### config.mk
export PLATFORM = sky130hd
export DESIGN_NAME = seg7_scan_ctrl
export DESIGN_NICKNAME = d
export VERILOG_FILES = /design/src/rtl/seg7_pkg.sv /design/src/rtl/seg7_lut.sv /design/src/rtl/seg7_scan_ctrl.sv
export SDC_FILE = /design/constraint.sdc
export NUM_CORES = 1
export LEC_CHECK = 0
export ABC_AREA = 1
export BUFFER_PORTS_ARGS = -buffer_cell sky130_fd_sc_hd__buf_4
export CORE_UTILIZATION = 52
export DETAILED_ROUTE_END_ITERATION = 12
export HOLD_SLACK_MARGIN = 0.1
export PLACE_DENSITY_LB_ADDON = 0.12
export SLEW_MARGIN = 20
export SYNTH_ARGS = -nofsm -noshare
export SYNTH_HDL_FRONTEND = slang
export SYNTH_SLANG_ARGS = --single-unit
### constraint.sdc
create_clock -name clk -period 2 [get_ports clk]
set_clock_uncertainty 0.1 [all_clocks]
set_input_delay 0.2 -clock clk [delete_from_list [all_inputs] [get_ports clk]]
set_output_delay 0.2 -clock clk [all_outputs]
set_load 0.02 [all_outputs]
### src/rtl/seg7_pkg.sv
// Shared types and nibble-to-segment encodings for the 7-segment scan controller.
package seg7_pkg;

  typedef enum logic {
    BLANK = 1'b0,
    DRIVE = 1'b1
  } scan_state_t;

  localparam logic [6:0] SEG_OFF = 7'h7F;

  // Active-low segment pattern, bit order g..a (bit 6 = g, bit 0 = a).
  function automatic logic [6:0] seg7_encode(input logic [3:0] nib);
    logic [6:0] seg;
    case (nib)
      4'h0:    seg = 7'h40;
      4'h1:    seg = 7'h79;
      4'h2:    seg = 7'h24;
      4'h3:    seg = 7'h30;
      4'h4:    seg = 7'h19;
      4'h5:    seg = 7'h12;
      4'h6:    seg = 7'h02;
      4'h7:    seg = 7'h78;
      4'h8:    seg = 7'h00;
      4'h9:    seg = 7'h10;
      4'hA:    seg = 7'h08;
      4'hB:    seg = 7'h03;
      4'hC:    seg = 7'h46;
      4'hD:    seg = 7'h21;
      4'hE:    seg = 7'h06;
      default: seg = 7'h0E;
    endcase
    return seg;
  endfunction

endpackage

### src/rtl/seg7_lut.sv
// Combinational hex nibble to active-low 7-segment decoder, shared by all digits.
module seg7_lut
  import seg7_pkg::*;
(
  input  logic [3:0] nibble,
  output logic [6:0] seg_n_c
);

  always_comb begin
    seg_n_c = seg7_encode(nibble);
  end

endmodule

### src/rtl/seg7_scan_ctrl.sv
// Time-multiplexed N-digit common-anode 7-segment scan controller with frame-aligned commit.
// Optional LEADING_ZERO_BLANK_EN: darkens leading-zero digits above digit 0.
module seg7_scan_ctrl
  import seg7_pkg::*;
#(
  parameter int unsigned NUM_DIGITS   = 4,
  parameter int unsigned PRESCALE     = 50000,
  parameter int unsigned BLANK_CYCLES = 16
) (
  input  logic                    clk,
  input  logic                    reset,
  input  logic [4*NUM_DIGITS-1:0] value_in,
  input  logic                    load,
  output logic                    load_ack,
  input  logic [NUM_DIGITS-1:0]   digit_en,
  output logic [6:0]              seg_n,
  output logic [NUM_DIGITS-1:0]   dig_sel_n
);

  localparam int unsigned VAL_W = 4 * NUM_DIGITS;
  localparam int unsigned CNT_W = (PRESCALE > 1) ? $clog2(PRESCALE) : 1;
  localparam int unsigned IDX_W = (NUM_DIGITS > 1) ? $clog2(NUM_DIGITS) : 1;

  scan_state_t           state, state_nxt;
  logic [CNT_W-1:0]      cnt, cnt_nxt;
  logic [IDX_W-1:0]      idx, idx_nxt;
  logic [VAL_W-1:0]      shadow, shadow_nxt;
  logic [VAL_W-1:0]      pend_val, pend_val_nxt;
  logic                  pending, pending_nxt;
  logic [6:0]            seg_nxt;
  logic [NUM_DIGITS-1:0] sel_nxt;
  logic                  ack_nxt;

  logic [3:0]            nibble;
  logic                  en_cur;
  logic                  lz_dark;
  logic                  show;
  logic                  commit;
  logic [6:0]            lut_seg_n_c;

  // Select the active digit's nibble and enable for the single shared decoder.
  always_comb begin
    nibble = 4'h0;
    en_cur = 1'b0;
    for (int i = 0; i < NUM_DIGITS; i++) begin
      if (idx == IDX_W'(i)) begin
        nibble = shadow[4*i +: 4];
        en_cur = digit_en[i];
      end
    end
  end

`ifdef LEADING_ZERO_BLANK_EN
  logic upper_zero;

  // A digit above 0 is dark when it and every more-significant nibble are zero.
  always_comb begin
    upper_zero = 1'b1;
    lz_dark    = 1'b0;
    for (int i = NUM_DIGITS - 1; i >= 1; i--) begin
      upper_zero = upper_zero & (shadow[4*i +: 4] == 4'h0);
      if (idx == IDX_W'(i)) begin
        lz_dark = upper_zero;
      end
    end
  end
`else
  assign lz_dark = 1'b0;
`endif

  seg7_lut u_lut (
    .nibble  (nibble),
    .seg_n_c (lut_seg_n_c)
  );

  assign show = (state == DRIVE) && en_cur && !lz_dark;

  // Slot sequencing, frame-boundary commit and next output values.
  always_comb begin
    state_nxt    = state;
    cnt_nxt      = cnt + CNT_W'(1);
    idx_nxt      = idx;
    commit       = 1'b0;
    pend_val_nxt = pend_val;
    pending_nxt  = pending;
    shadow_nxt   = shadow;
    seg_nxt      = SEG_OFF;
    sel_nxt      = '1;
    ack_nxt      = 1'b0;

    case (state)
      BLANK: begin
        if (cnt == CNT_W'(BLANK_CYCLES - 1)) begin
          state_nxt = DRIVE;
        end
      end
      DRIVE: begin
        if (cnt == CNT_W'(PRESCALE - 1)) begin
          state_nxt = BLANK;
          cnt_nxt   = '0;
          if (idx == IDX_W'(NUM_DIGITS - 1)) begin
            idx_nxt = '0;
            commit  = pending;
          end else begin
            idx_nxt = idx + IDX_W'(1);
          end
        end
      end
      default: begin
        state_nxt = BLANK;
        cnt_nxt   = '0;
        idx_nxt   = '0;
      end
    endcase

    // Commit takes the value pending before this cycle; a same-cycle load stays pending.
    if (commit) begin
      shadow_nxt  = pend_val;
      pending_nxt = 1'b0;
      ack_nxt     = 1'b1;
    end
    if (load) begin
      pend_val_nxt = value_in;
      pending_nxt  = 1'b1;
    end

    if (show) begin
      seg_nxt = lut_seg_n_c;
      for (int i = 0; i < NUM_DIGITS; i++) begin
        if (idx == IDX_W'(i)) begin
          sel_nxt[i] = 1'b0;
        end
      end
    end
  end

  always_ff @(posedge clk) begin
    if (reset) begin
      state     <= BLANK;
      cnt       <= '0;
      idx       <= '0;
      shadow    <= '0;
      pend_val  <= '0;
      pending   <= 1'b0;
      seg_n     <= SEG_OFF;
      dig_sel_n <= '1;
      load_ack  <= 1'b0;
    end else begin
      state     <= state_nxt;
      cnt       <= cnt_nxt;
      idx       <= idx_nxt;
      shadow    <= shadow_nxt;
      pend_val  <= pend_val_nxt;
      pending   <= pending_nxt;
      seg_n     <= seg_nxt;
      dig_sel_n <= sel_nxt;
      load_ack  <= ack_nxt;
    end
  end

endmodule

==> results.sh <==
export IMPL_numCtsBuffers=9
export IMPL_avgSynthCellArea_um2=7.05
export IMPL_muxShareOfSynthArea=0
export IMPL_cp_end_kind="flip-flop"
export IMPL_io_buffers=34
export IMPL_final_nets=519
export IMPL_startpoint="idx[1]$_SDFFE_PP0P_"
export IMPL_ctsHtreeMaxLevel=3
export IMPL_antenna_found_initial=0
export IMPL_fp_coreArea_um2=5510
export IMPL_synth_xor_area_frac=0.00590
export IMPL_nFillCells=472
export IMPL_max_cap_violations=0
export IMPL_tritoncts="done"
export IMPL_rows=27
export IMPL_synth_top_family_by_area="simple AND/OR/NAND/NOR gates"
export IMPL_critical_path_required_ps=2130
export IMPL_drtPass1Iterations=4
export IMPL_antenna_cells=0
export IMPL_post_route_period_util=0.940
export IMPL_cp_data_arrival_time_ps=2010
export IMPL_pin_count=35
export IMPL_multi_input_comb_area_um2=1540
export IMPL_antenna_left=0
export IMPL_max_freq_ghz=0.532
export IMPL_grt_pass1_wl_um=10600
export IMPL_synth_compound_area_frac=0.0768
export IMPL_stdcell_area_um2=3830
export IMPL_async_flop_share=0
export IMPL_place_area_um2=3290
export IMPL_die_h_um=77.5
export IMPL_critPathTopFamily="simple AND/OR/NAND/NOR gates"
export IMPL_die_area_um2=6010
export IMPL_power_density_nw_per_um2=707
export IMPL_timing_slew_headroom=0.692
export IMPL_dp_hpwl_um=4130
export IMPL_worst_pin_slew_ps=459
export IMPL_synth_simple_area_share=0.354
export IMPL_crit_chain="inv_4 > ha_4 > buf_4 > nand2_1 > nand3_1 > nand2_1 > nand2_4 > buf_4 > ha_1 > nand2_1 > nand2_1 > nand2_1 > nand3_1"
export IMPL_clock_sinks=64
export IMPL_outcome="finished clean"
export IMPL_hold_path_endpoint="pend_val[2]$_SDFFE_PP0P_"
export IMPL_wire_per_inst_um=11.3
export IMPL_clkLatencyLatePin_ps=340
export IMPL_r2r_setup_slack_ps=120
export IMPL_setup_violations=0
export IMPL_grt_pass1_vias=2455
export IMPL_syn_nets=455
export IMPL_die_width_um=77.5
export IMPL_start_util=0.539
export IMPL_rr_endpoint="seg_n[3]$_SDFF_PP1_"
export IMPL_leakage_nw=1.75
export IMPL_grt_max_degree=35
export IMPL_cp_max_fo=5
export IMPL_slew_violations=0
export IMPL_synthAdderAreaFrac=0.0464
export IMPL_postSynthCellCount=421
export IMPL_cp_slowest_stage_delay_ps=400
export IMPL_ys_seq_area_frac=0.432
export IMPL_root_buffer="clkbuf_8"
export IMPL_ys_types=30
export IMPL_grt_use_total=0.227
export IMPL_regArea_um2=1290
export IMPL_holdWs_ps=140
export IMPL_area_delta_synth_final_pct=29.1
export IMPL_dr_first_iter_drc_count=85
export IMPL_cts_clk_slew_worst_paths_ps=80
export IMPL_crit_slowest_cell="dfxtp_4"
export IMPL_wirelength_um=6330
export IMPL_ys_ff_latch=64
export IMPL_period_needed_ps=1880
export IMPL_ys_warnings_count=0
export IMPL_path_buf_inv=3
export IMPL_drive_gt1_frac=0.194
export IMPL_critical_path_class="reg -> reg"
export IMPL_synth_area_um2=2970
export IMPL_worst_r2r_path_depth=13
export IMPL_hold_viol_final=0
export IMPL_vias=2680
export IMPL_hp_start="load"
export IMPL_synth_ff_type="dfxtp_1"
export IMPL_cp_start_kind="flip-flop"
export IMPL_min_path_type="in -> reg"
export IMPL_whs_path_depth=3
export IMPL_overflow=0
export IMPL_finalWeightedCongestion=0.837
export IMPL_ir_drop_uv=566
export IMPL_worst_path_most_repeated_cell="nand2_1"
export IMPL_crit_cells=13
export IMPL_ctsLongestPathBuffers=2
export IMPL_synth_edff_count=0
export IMPL_route_detailed_drc=0
export IMPL_vias_per_cell=4.77
export IMPL_r2r_start="idx[1]$_SDFFE_PP0P_"
cell usage in the layout, fill, tap and decap left out, types with 4 or more instances in the layout:
cell             n
nor3_1           4
nand2_1        104
buf_4           46
ha_4             5
a21oi_1         20
dlygate4sd3_1   17
nand2_2          4
inv_1           34
inv_2            5
o21ai_0         18
clkbuf_8        10
dfxtp_1         62
ha_1             5
nor2_1          94
nand3_1         23
cells by family (layout without fill, tap and decap cells):
logic type | after synthesis | in the layout
simple gates | 247 | 248
flops | 64 | 64
buf+inv | 53 | 121
compound gates | 44 | 44
fa+ha+maj | 11 | 11
xor+xnor | 2 | 2
timing repair:
action                     CTS  global route
resized for setup            4            26
setup endpoints to repair    4            16
hold endpoints to repair    24             0
hold buffers                17             0
buffers inserted             0             2
gates cloned                 0             1
pin swaps                    0             4
worst register-to-register path, delay by kind of cell (launching register included):
family                   cells  cell delay (ps)
AND/OR/NAND/NOR              8              600
flip-flops                   1              400
buffers and inverters        3              330
adder cells (fa/ha/maj)      2              330
metrics by stage:
step / setup slack (ps) / instances / total power [W] / utilization / setup TNS, ps
2_1_floorplan: 3.88 / 421 / 0.00140 / - / 0
3_3_place_gp: -4.33 / 526 / 0.00144 / 0.598 / -4.33
3_5_place_dp: -60.8 / 526 / 0.00144 / 0.598 / -193
4_1_cts: 16.2 / 559 / 0.00274 / 0.672 / 0
5_1_grt: -1.34 / 562 / 0.00282 / 0.695 / -1.95
6_report: 119 / 562 / 0.00271 / 0.695 / 0
registers in the layout, summed over array words and instances, names as in the netlist:
name	flops
dig_sel_n	4
cnt	16
seg_n	7
shadow	16
pending	1
state	1
pend_val	16
idx	2
load_ack	1
synth_stat cells (2+ instances only):
| cell | n | share of area |
|---|---|---|
| nand2_1 | 106 | 0.13 |
| nor2_1 | 94 | 0.12 |
| dfxtp_1 | 64 | 0.43 |
| inv_1 | 39 | 0.049 |
| nand3_1 | 23 | 0.039 |
| a21oi_1 | 21 | 0.035 |
| o21ai_0 | 19 | 0.032 |
| ha_1 | 11 | 0.046 |
| buf_6 | 4 | 0.015 |
| clkbuf_1 | 4 | 0.0051 |
| nor3_1 | 4 | 0.0067 |
| nand2_2 | 3 | 0.0063 |
| nand4_1 | 3 | 0.0063 |
| nor2_4 | 3 | 0.011 |
| or2_2 | 3 | 0.0063 |
| clkbuf_8 | 2 | 0.0093 |
| inv_2 | 2 | 0.0025 |
| o211ai_1 | 2 | 0.0051 |
| or2_0 | 2 | 0.0042 |
| xor2_1 | 2 | 0.0059 |
per-layer routing:
metal | track usage | vias up | part of all wire
met5 | 0 | - | 0
met4 | 0.136 | 0 | 0.027
met3 | 0.0612 | 14 | 0.043
met2 | 0.365 | 64 | 0.46
met1 | 0.269 | 1161 | 0.46
li1 | - | 1441 | -
area by class of cell:
class / instances / share of cell area
inverters: 42 / 0.0431
clock buffers: 10 / 0.0359
well taps: 72 / 0.0235
flip-flops and latches: 64 / 0.337
clock inverters: 6 / 0.0242
repair buffers: 63 / 0.135
multi-input cells: 305 / 0.402
worst max-delay path by stage:
stage | to | slack [ps]
finish | seg_n[3]$_SDFF_PP1_ | 120
global route | seg_n[3]$_SDFF_PP1_ | -1
CTS | seg_n[0]$_SDFF_PP1_ | 20
detailed placement | seg_n[3]$_SDFF_PP1_ | -60
global placement | seg_n[3]$_SDFF_PP1_ | -4
floorplan | seg_n[3]$_SDFF_PP1_ | 4
power breakdown:
part           internal (W)  switching (W)
Combinational     0.0000685      0.0000566
Sequential          0.00130      0.0000145
Clock              0.000739       0.000527
Power figures use the tool's default switching activity.
